--- src/rtl/memory_writer_pkg.sv ---
// Shared types and helpers for the memory write-back path (state encoding, byte-lane helpers).
package mem_writer_pkg;

  localparam int BYTES_PER_WORD = 4;
  localparam int WORD_W         = 8 * BYTES_PER_WORD;

  typedef enum logic [1:0] {
    IDLE,
    COLLECT,
    WRITE,
    DONE
  } state_e;

  function automatic logic [BYTES_PER_WORD-1:0] byte_lane(input logic [1:0] idx);
    return 4'b0001 << idx;
  endfunction

  // Expands a per-byte mask into a per-bit mask across the whole word.
  function automatic logic [WORD_W-1:0] lane_bits(input logic [BYTES_PER_WORD-1:0] mask);
    logic [WORD_W-1:0] bits;
    bits = '0;
    for (int i = 0; i < BYTES_PER_WORD; i++) begin
      bits[8*i +: 8] = {8{mask[i]}};
    end
    return bits;
  endfunction

endpackage

--- src/rtl/memory_writer_if.sv ---
// Result-byte stream plus memory write port of memory_writer.
// With MEM_WR_BYTE_MASK_EN defined the port also carries the mem_byte_en byte mask.
interface memory_writer_if #(
  parameter int ADR_W  = 8,
  parameter int DATA_W = 32
);
  logic              res_valid;
  logic [7:0]        res_data;
  logic              res_ready;
  logic              mem_wr_en;
  logic [ADR_W-1:0]  mem_wr_adr;
  logic [DATA_W-1:0] mem_wr_data;

`ifdef MEM_WR_BYTE_MASK_EN
  logic [3:0]        mem_byte_en;

  modport master (
    input  res_valid, res_data,
    output res_ready, mem_wr_en, mem_wr_adr, mem_wr_data, mem_byte_en
  );
  modport slave (
    output res_valid, res_data,
    input  res_ready, mem_wr_en, mem_wr_adr, mem_wr_data, mem_byte_en
  );
`else
  modport master (
    input  res_valid, res_data,
    output res_ready, mem_wr_en, mem_wr_adr, mem_wr_data
  );
  modport slave (
    output res_valid, res_data,
    input  res_ready, mem_wr_en, mem_wr_adr, mem_wr_data
  );
`endif

endinterface

--- src/rtl/memory_writer_byte_packer.sv ---
// Packs result bytes little-endian into a 32-bit word; word/fill_mask already include a byte
// being loaded this cycle so the owner can capture the finished word on the same edge.
module byte_packer
  import mem_writer_pkg::*;
(
  input  logic                      clk,
  input  logic                      rst,
  input  logic                      clear,
  input  logic                      load,
  input  logic [7:0]                data,
  output logic [WORD_W-1:0]         word,
  output logic                      full,
  output logic [BYTES_PER_WORD-1:0] fill_mask
);

  logic [WORD_W-1:0]         pack_q;
  logic [BYTES_PER_WORD-1:0] mask_q;
  logic [1:0]                byte_idx;

  always_comb begin
    word      = pack_q;
    fill_mask = mask_q;
    if (load) begin
      word[{byte_idx, 3'b000} +: 8] = data;
      fill_mask                     = mask_q | byte_lane(byte_idx);
    end
  end

  assign full = load && (byte_idx == 2'd3);

  always_ff @(posedge clk) begin
    if (rst || clear) begin
      pack_q   <= '0;
      mask_q   <= '0;
      byte_idx <= '0;
    end else if (load) begin
      pack_q   <= word;
      mask_q   <= fill_mask;
      byte_idx <= byte_idx + 2'd1;
    end
  end

endmodule

--- src/rtl/memory_writer.sv ---
// Write-back end of the memory interface: packs result bytes four per word and writes them
// to base_adr + word index. MEM_WR_BYTE_MASK_EN enables the mem_byte_en byte mask.
//
// state   | meaning
// IDLE    | waiting for start; base_adr latched when start is seen
// COLLECT | res_ready high, accepting bytes into the packer
// WRITE   | one-cycle mem_wr_en strobe for the packed word
// DONE    | one-cycle done pulse, then back to IDLE
module memory_writer
  import mem_writer_pkg::*;
#(
  parameter int RES_COUNT = 169,
  parameter int ADR_W     = 8,
  parameter int DATA_W    = 32
) (
  input  logic             clk,
  input  logic             rst,
  input  logic             start,
  input  logic [ADR_W-1:0] base_adr,
  output logic             busy,
  output logic             done,
  memory_writer_if.master  bus
);

  localparam int CNT_W = $clog2(RES_COUNT + 1);
  localparam logic [CNT_W-1:0] RES_TOTAL = CNT_W'(RES_COUNT);
  localparam logic [CNT_W-1:0] RES_LAST  = CNT_W'(RES_COUNT - 1);

  state_e                    state, state_nxt;
  logic [ADR_W-1:0]          base_q;
  logic [ADR_W-1:0]          word_cnt;
  logic [CNT_W-1:0]          res_cnt;
  logic                      start_acc, accept, last_byte, to_write;
  logic [DATA_W-1:0]         word;
  logic                      full;
  logic [BYTES_PER_WORD-1:0] fill_mask;

  assign start_acc = (state == IDLE) && start;
  assign accept    = (state == COLLECT) && bus.res_valid;
  assign last_byte = accept && (res_cnt == RES_LAST);

  byte_packer u_packer (
    .clk       (clk),
    .rst       (rst),
    .clear     (start_acc || (state == WRITE)),
    .load      (accept),
    .data      (bus.res_data),
    .word      (word),
    .full      (full),
    .fill_mask (fill_mask)
  );

  always_ff @(posedge clk) begin
    if (rst) state <= IDLE;
    else     state <= state_nxt;
  end

  always_comb begin
    state_nxt = state;
    to_write  = 1'b0;
    unique case (state)
      IDLE:    if (start) state_nxt = COLLECT;
      COLLECT: if (accept && (full || last_byte)) begin
                 state_nxt = WRITE;
                 to_write  = 1'b1;
               end
      WRITE:   state_nxt = (res_cnt == RES_TOTAL) ? DONE : COLLECT;
      DONE:    state_nxt = IDLE;
      default: state_nxt = IDLE;
    endcase
  end

  // Address and data are captured with the last byte so they are stable for the whole WRITE cycle.
  always_ff @(posedge clk) begin
    if (rst) begin
      base_q          <= '0;
      word_cnt        <= '0;
      res_cnt         <= '0;
      bus.mem_wr_adr  <= '0;
      bus.mem_wr_data <= '0;
    end else begin
      if (start_acc) begin
        base_q   <= base_adr;
        word_cnt <= '0;
        res_cnt  <= '0;
      end
      if (accept) res_cnt <= res_cnt + 1'b1;
      if (to_write) begin
        bus.mem_wr_adr  <= base_q + word_cnt;
        bus.mem_wr_data <= word & lane_bits(fill_mask);
      end
      if (state == WRITE) word_cnt <= word_cnt + 1'b1;
    end
  end

  assign bus.res_ready = (state == COLLECT);
  assign bus.mem_wr_en = (state == WRITE);
  assign busy          = (state == COLLECT) || (state == WRITE);
  assign done          = (state == DONE);

`ifdef MEM_WR_BYTE_MASK_EN
  logic [BYTES_PER_WORD-1:0] byte_en_q;

  always_ff @(posedge clk) begin
    if (rst)           byte_en_q <= '0;
    else if (to_write) byte_en_q <= fill_mask;
  end

  assign bus.mem_byte_en = bus.mem_wr_en ? byte_en_q : '0;
`endif

endmodule

--- src/flat_wrapper.sv ---
// flat-port wrapper written by rule: the top's interface ports become plain ports
module memory_writer_flat import mem_writer_pkg::*;
#(
  parameter int RES_COUNT = 169,
  parameter int ADR_W     = 8,
  parameter int DATA_W    = 32
)
  (clk, rst, start, base_adr, busy, done, bus_res_valid, bus_res_data, bus_res_ready, bus_mem_wr_en, bus_mem_wr_adr, bus_mem_wr_data);
  memory_writer_if #(.ADR_W(ADR_W), .DATA_W(DATA_W)) bus_i ();
  input  logic clk;
  input  logic rst;
  input  logic start;
  input  logic [ADR_W-1:0] base_adr;
  output logic busy;
  output logic done;
  input wire logic [$bits(bus_i.res_valid)-1:0] bus_res_valid;
  input wire logic [$bits(bus_i.res_data)-1:0] bus_res_data;
  output wire logic [$bits(bus_i.res_ready)-1:0] bus_res_ready;
  output wire logic [$bits(bus_i.mem_wr_en)-1:0] bus_mem_wr_en;
  output wire logic [$bits(bus_i.mem_wr_adr)-1:0] bus_mem_wr_adr;
  output wire logic [$bits(bus_i.mem_wr_data)-1:0] bus_mem_wr_data;
  assign bus_i.res_valid = bus_res_valid;
  assign bus_i.res_data = bus_res_data;
  assign bus_res_ready = bus_i.res_ready;
  assign bus_mem_wr_en = bus_i.mem_wr_en;
  assign bus_mem_wr_adr = bus_i.mem_wr_adr;
  assign bus_mem_wr_data = bus_i.mem_wr_data;
  memory_writer #(.RES_COUNT(RES_COUNT), .ADR_W(ADR_W), .DATA_W(DATA_W)) u_core (.clk(clk), .rst(rst), .start(start), .base_adr(base_adr), .busy(busy), .done(done), .bus(bus_i));
endmodule
--- config.mk ---
export PLATFORM = sky130hd
export DESIGN_NAME = memory_writer_flat
export DESIGN_NICKNAME = d
export VERILOG_FILES = /design/src/rtl/memory_writer_pkg.sv /design/src/rtl/memory_writer_if.sv /design/src/rtl/memory_writer_byte_packer.sv /design/src/rtl/memory_writer.sv /design/src/flat_wrapper.sv
export SDC_FILE = /design/constraint.sdc
export NUM_CORES = 1
export LEC_CHECK = 0
export BUFFER_PORTS_ARGS = -buffer_cell sky130_fd_sc_hd__buf_2
export CAP_MARGIN = 20
export CORE_ASPECT_RATIO = 1.2
export CORE_MARGIN = 3
export CORE_UTILIZATION = 57
export DETAILED_ROUTE_END_ITERATION = 10
export GPL_ROUTABILITY_DRIVEN = 0
export GPL_TIMING_DRIVEN = 0
export PLACE_DENSITY_LB_ADDON = 0.15
export SLEW_MARGIN = 20
export SYNTH_ARGS = -nofsm -noshare
export SYNTH_HDL_FRONTEND = slang
export SYNTH_SLANG_ARGS = --single-unit
--- constraint.sdc ---
create_clock -name clk -period 2.9 [get_ports clk]
set_input_delay 0 -clock clk [delete_from_list [all_inputs] [get_ports clk]]
set_output_delay 0 -clock clk [all_outputs]
set_load 0.02 [all_outputs]
==> results.sh <==
export IMPL_status="finished, violations left"
export IMPL_violations="hold timing"
export IMPL_cts_resized=0
export IMPL_layout_area_seq_mm2=0.002082
export IMPL_critPathArrivalTime_ns=2.41
export IMPL_endpoint_kind="register"
export IMPL_totalWireLength_mm=9.909
export IMPL_grt_max_degree=19
export IMPL_clk_path_buf_depth=2
export IMPL_synthFlopType="dfxtp_1"
export IMPL_fill_cells=612
export IMPL_hpwl_mm=7.196
export IMPL_setup_tns_ns=0
export IMPL_period_needed_ns=2.113
export IMPL_p_per_area_mw_per_mm2=598.1
export IMPL_layout_commonest_cell="dfxtp_1"
export IMPL_slew_viol_final=0
export IMPL_async_flop_share=0
export IMPL_io_pins=64
export IMPL_vias_per_cell=5.781
export IMPL_seq_area_frac_synth=0.4725
export IMPL_crit_slowest_cell="nor3_1"
export IMPL_wl_per_cell_um=15.36
export IMPL_htreeDepth=3
export IMPL_grtUsageTotal=0.2318
export IMPL_numCtsBuffers=9
export IMPL_synth_edff_count=0
export IMPL_power_w=0.003108
export IMPL_fin_crit_sh=0.7285
export IMPL_cts_hold_buffers=15
export IMPL_cts_tree="done"
export IMPL_antenna_cells=0
export IMPL_yosys_warnings=0
export IMPL_area_growth_pct=17.92
export IMPL_die_area_mm2=0.008827
export IMPL_first_global_vias=3600
export IMPL_max_stage_delay_ns=0.45
export IMPL_finalNonFillerCells=645
export IMPL_ys_types=52
export IMPL_final_cell_area_mm2=0.005196
export IMPL_clk_pin_slew_ns=0.10
export IMPL_path_class="register to register"
export IMPL_rsz0062_at_grt="false"
export IMPL_holdWs_ns=-0.0009246
export IMPL_postCtsSetupRepairBufs=0
export IMPL_antenna_found_initial=0
export IMPL_crit_fanout=8
export IMPL_first_pass_iters=4
export IMPL_clock_skew_ns=0.01096
export IMPL_cts_sinks=104
export IMPL_worstPathCellList="inv_1 > ha_1 > nand2_1 > nor3_1 > o21ai_1 > o2bb2ai_1"
export IMPL_crit_buf_inv=1
export IMPL_syn_inst=461
export IMPL_start_kind="register"
export IMPL_p_leak_nw=2.227
export IMPL_core_mm2=0.007402
export IMPL_multiInputGateArea_mm2=0.002202
export IMPL_mostFrequentLayoutCells="104 x dfxtp_1, 68 x buf_2, 48 x nand2_1"
export IMPL_syn_area_mm2=0.004407
export IMPL_drive_gt1_frac=0.1802
export IMPL_peakVddDrop_v=0.0004836
export IMPL_clock_latency_ns=0.37
export IMPL_tightest_slew_ns=0.6344
export IMPL_ys_ff_latch=104
export IMPL_drcViolationCount=0
export IMPL_portBuffers=63
export IMPL_placed_cell_area_mm2=0.004835
export IMPL_syn_area_per_cell_um2=9.559
export IMPL_synth_fp_nets=505
export IMPL_grt_pass1_wl_mm=16.36
export IMPL_num_vias=3729
export IMPL_slew_headroom=0.5742
export IMPL_clock_root_buffer="clkbuf_8"
export IMPL_finalHoldViolCount=1
export IMPL_final_nets=594
export IMPL_hold_path_class="input port to register"
export IMPL_fp_row_count=34
export IMPL_first_iter_violations=101
export IMPL_max_cap_violations=0
export IMPL_placed_cells_incl_taps=614
export IMPL_start_util=0.5953
export IMPL_die_y_um=102.3
export IMPL_setup_viol=0
export IMPL_required_ns=3.19
export IMPL_grt_overflow_total=0
export IMPL_final_antenna_net_count=0
export IMPL_die_w_um=86.27
export IMPL_max_freq_mhz=473.4
export IMPL_cpLargestDelayFamily="simple AND/OR/NAND/NOR gates"
-- path summary, 6_finish.rpt --
check                              from                         end  slack (ns)  cells after the start
min                     bus_res_data[1]  u_core.u_packer.pack_q[25]     -0.0009                      3
max                     u_core.state[1]  u_core.bus.mem_wr_data[12]        0.79                      6
max reg2reg             u_core.state[1]  u_core.bus.mem_wr_data[12]        0.79                      6
min reg2reg  u_core.u_packer.pack_q[31]  u_core.u_packer.pack_q[31]        0.46                      2
-- cell type report --
cell class | instances | share of cell area
Multi-Input combinational cell | 327 | 0.4238
Sequential cell | 104 | 0.4007
Timing Repair Buffer | 78 | 0.08957
Clock buffer | 10 | 0.02649
Tap cell | 90 | 0.02167
Buffer | 19 | 0.01565
Clock inverter | 6 | 0.01421
Inverter | 11 | 0.007946
-- worst min-delay path, cell delays in order --
cell and delay [ns]:
buf_2 0.14, nand3_1 0.11, a21oi_1 0.08
-- cell usage after synthesis, types with 2 or more instances --
cell,n,area share
nor2_4,2,0.0051
a211oi_1,5,0.0085
buf_1,2,0.0017
a211o_1,2,0.0040
mux2i_1,2,0.0045
nor3_1,4,0.0045
o2bb2ai_1,8,0.016
or3_1,3,0.0043
o211ai_1,2,0.0034
xor2_1,2,0.0040
clkbuf_1,11,0.0094
buf_2,5,0.0057
o21a_1,6,0.010
a21oi_1,42,0.048
nand4_1,3,0.0043
a22o_1,40,0.080
and4_1,2,0.0040
inv_1,11,0.0094
nand2_4,2,0.0051
o31ai_1,2,0.0034
nor2_1,35,0.030
nand3b_1,3,0.0051
nor2b_1,20,0.028
o21ai_0,15,0.017
nand3_1,12,0.014
and2_1,2,0.0028
and3_1,13,0.018
and4b_1,2,0.0045
dfxtp_1,104,0.47
ha_1,23,0.065
xnor2_1,4,0.0079
mux2_2,5,0.013
nand2_1,48,0.041
-- through the flow --
| stage | setup WS, ns | utilization | hold WS [ns] |
|---|---|---|---|
| final | 0.7874 | 0.7020 | -0.0009246 |
| after global routing | 0.5853 | 0.7020 | 0.01179 |
| after CTS | 0.7806 | 0.7020 | 0.003029 |
| after detailed placement | 0.7928 | 0.6531 | 0.2462 |
| after global placement | 0.8583 | 0.6531 | 0.2420 |
| after floorplan | 0.9347 | - | 0.1360 |
-- state kept, by name, summed over array words and instances (netlist names) --
name                      flops
u_core.state                  2
u_core.word_cnt               8
u_core.u_packer.pack_q       32
u_core.res_cnt                8
u_core.bus.mem_wr_data       32
u_core.base_q                 8
u_core.bus.mem_wr_adr         8
u_core.u_packer.byte_idx      2
u_core.u_packer.mask_q        4
-- where the power goes --
group          internal, W  switching (W)  leakage, nW  total [W]
clock             0.000433       0.000504        0.101   0.000937
sequential         0.00148      0.0000430        0.839    0.00152
combinational     0.000223       0.000426         1.29   0.000649
-- logic make-up (layout without fill, tap and decap cells) --
kind of cell / Yosys count / in the layout / share of synthesized area
AOI/OAI and AO/OA: 131 / 131 / 0.2067
xor gates and xnor gates: 6 / 6 / 0.01192
adders and majority gates: 24 / 24 / 0.06985
buffers and inverters: 30 / 124 / 0.02783
DFF: 104 / 104 / 0.4725
muxes: 7 / 7 / 0.01732
and+or+nand+nor: 159 / 159 / 0.1939
-- layer usage --
metal | share of wire | vias up | wire, um | track usage
met1 | 0.43 | 1782 | 4225 | 0.2662
met3 | 0.052 | 23 | 516 | 0.04597
met4 | 0.024 | 0 | 240 | 0.1019
li1 | - | 1829 | - | -
met2 | 0.50 | 95 | 4926 | 0.4166
met5 | 0 | - | 0 | 0
Power figures use the tool's default switching activity.
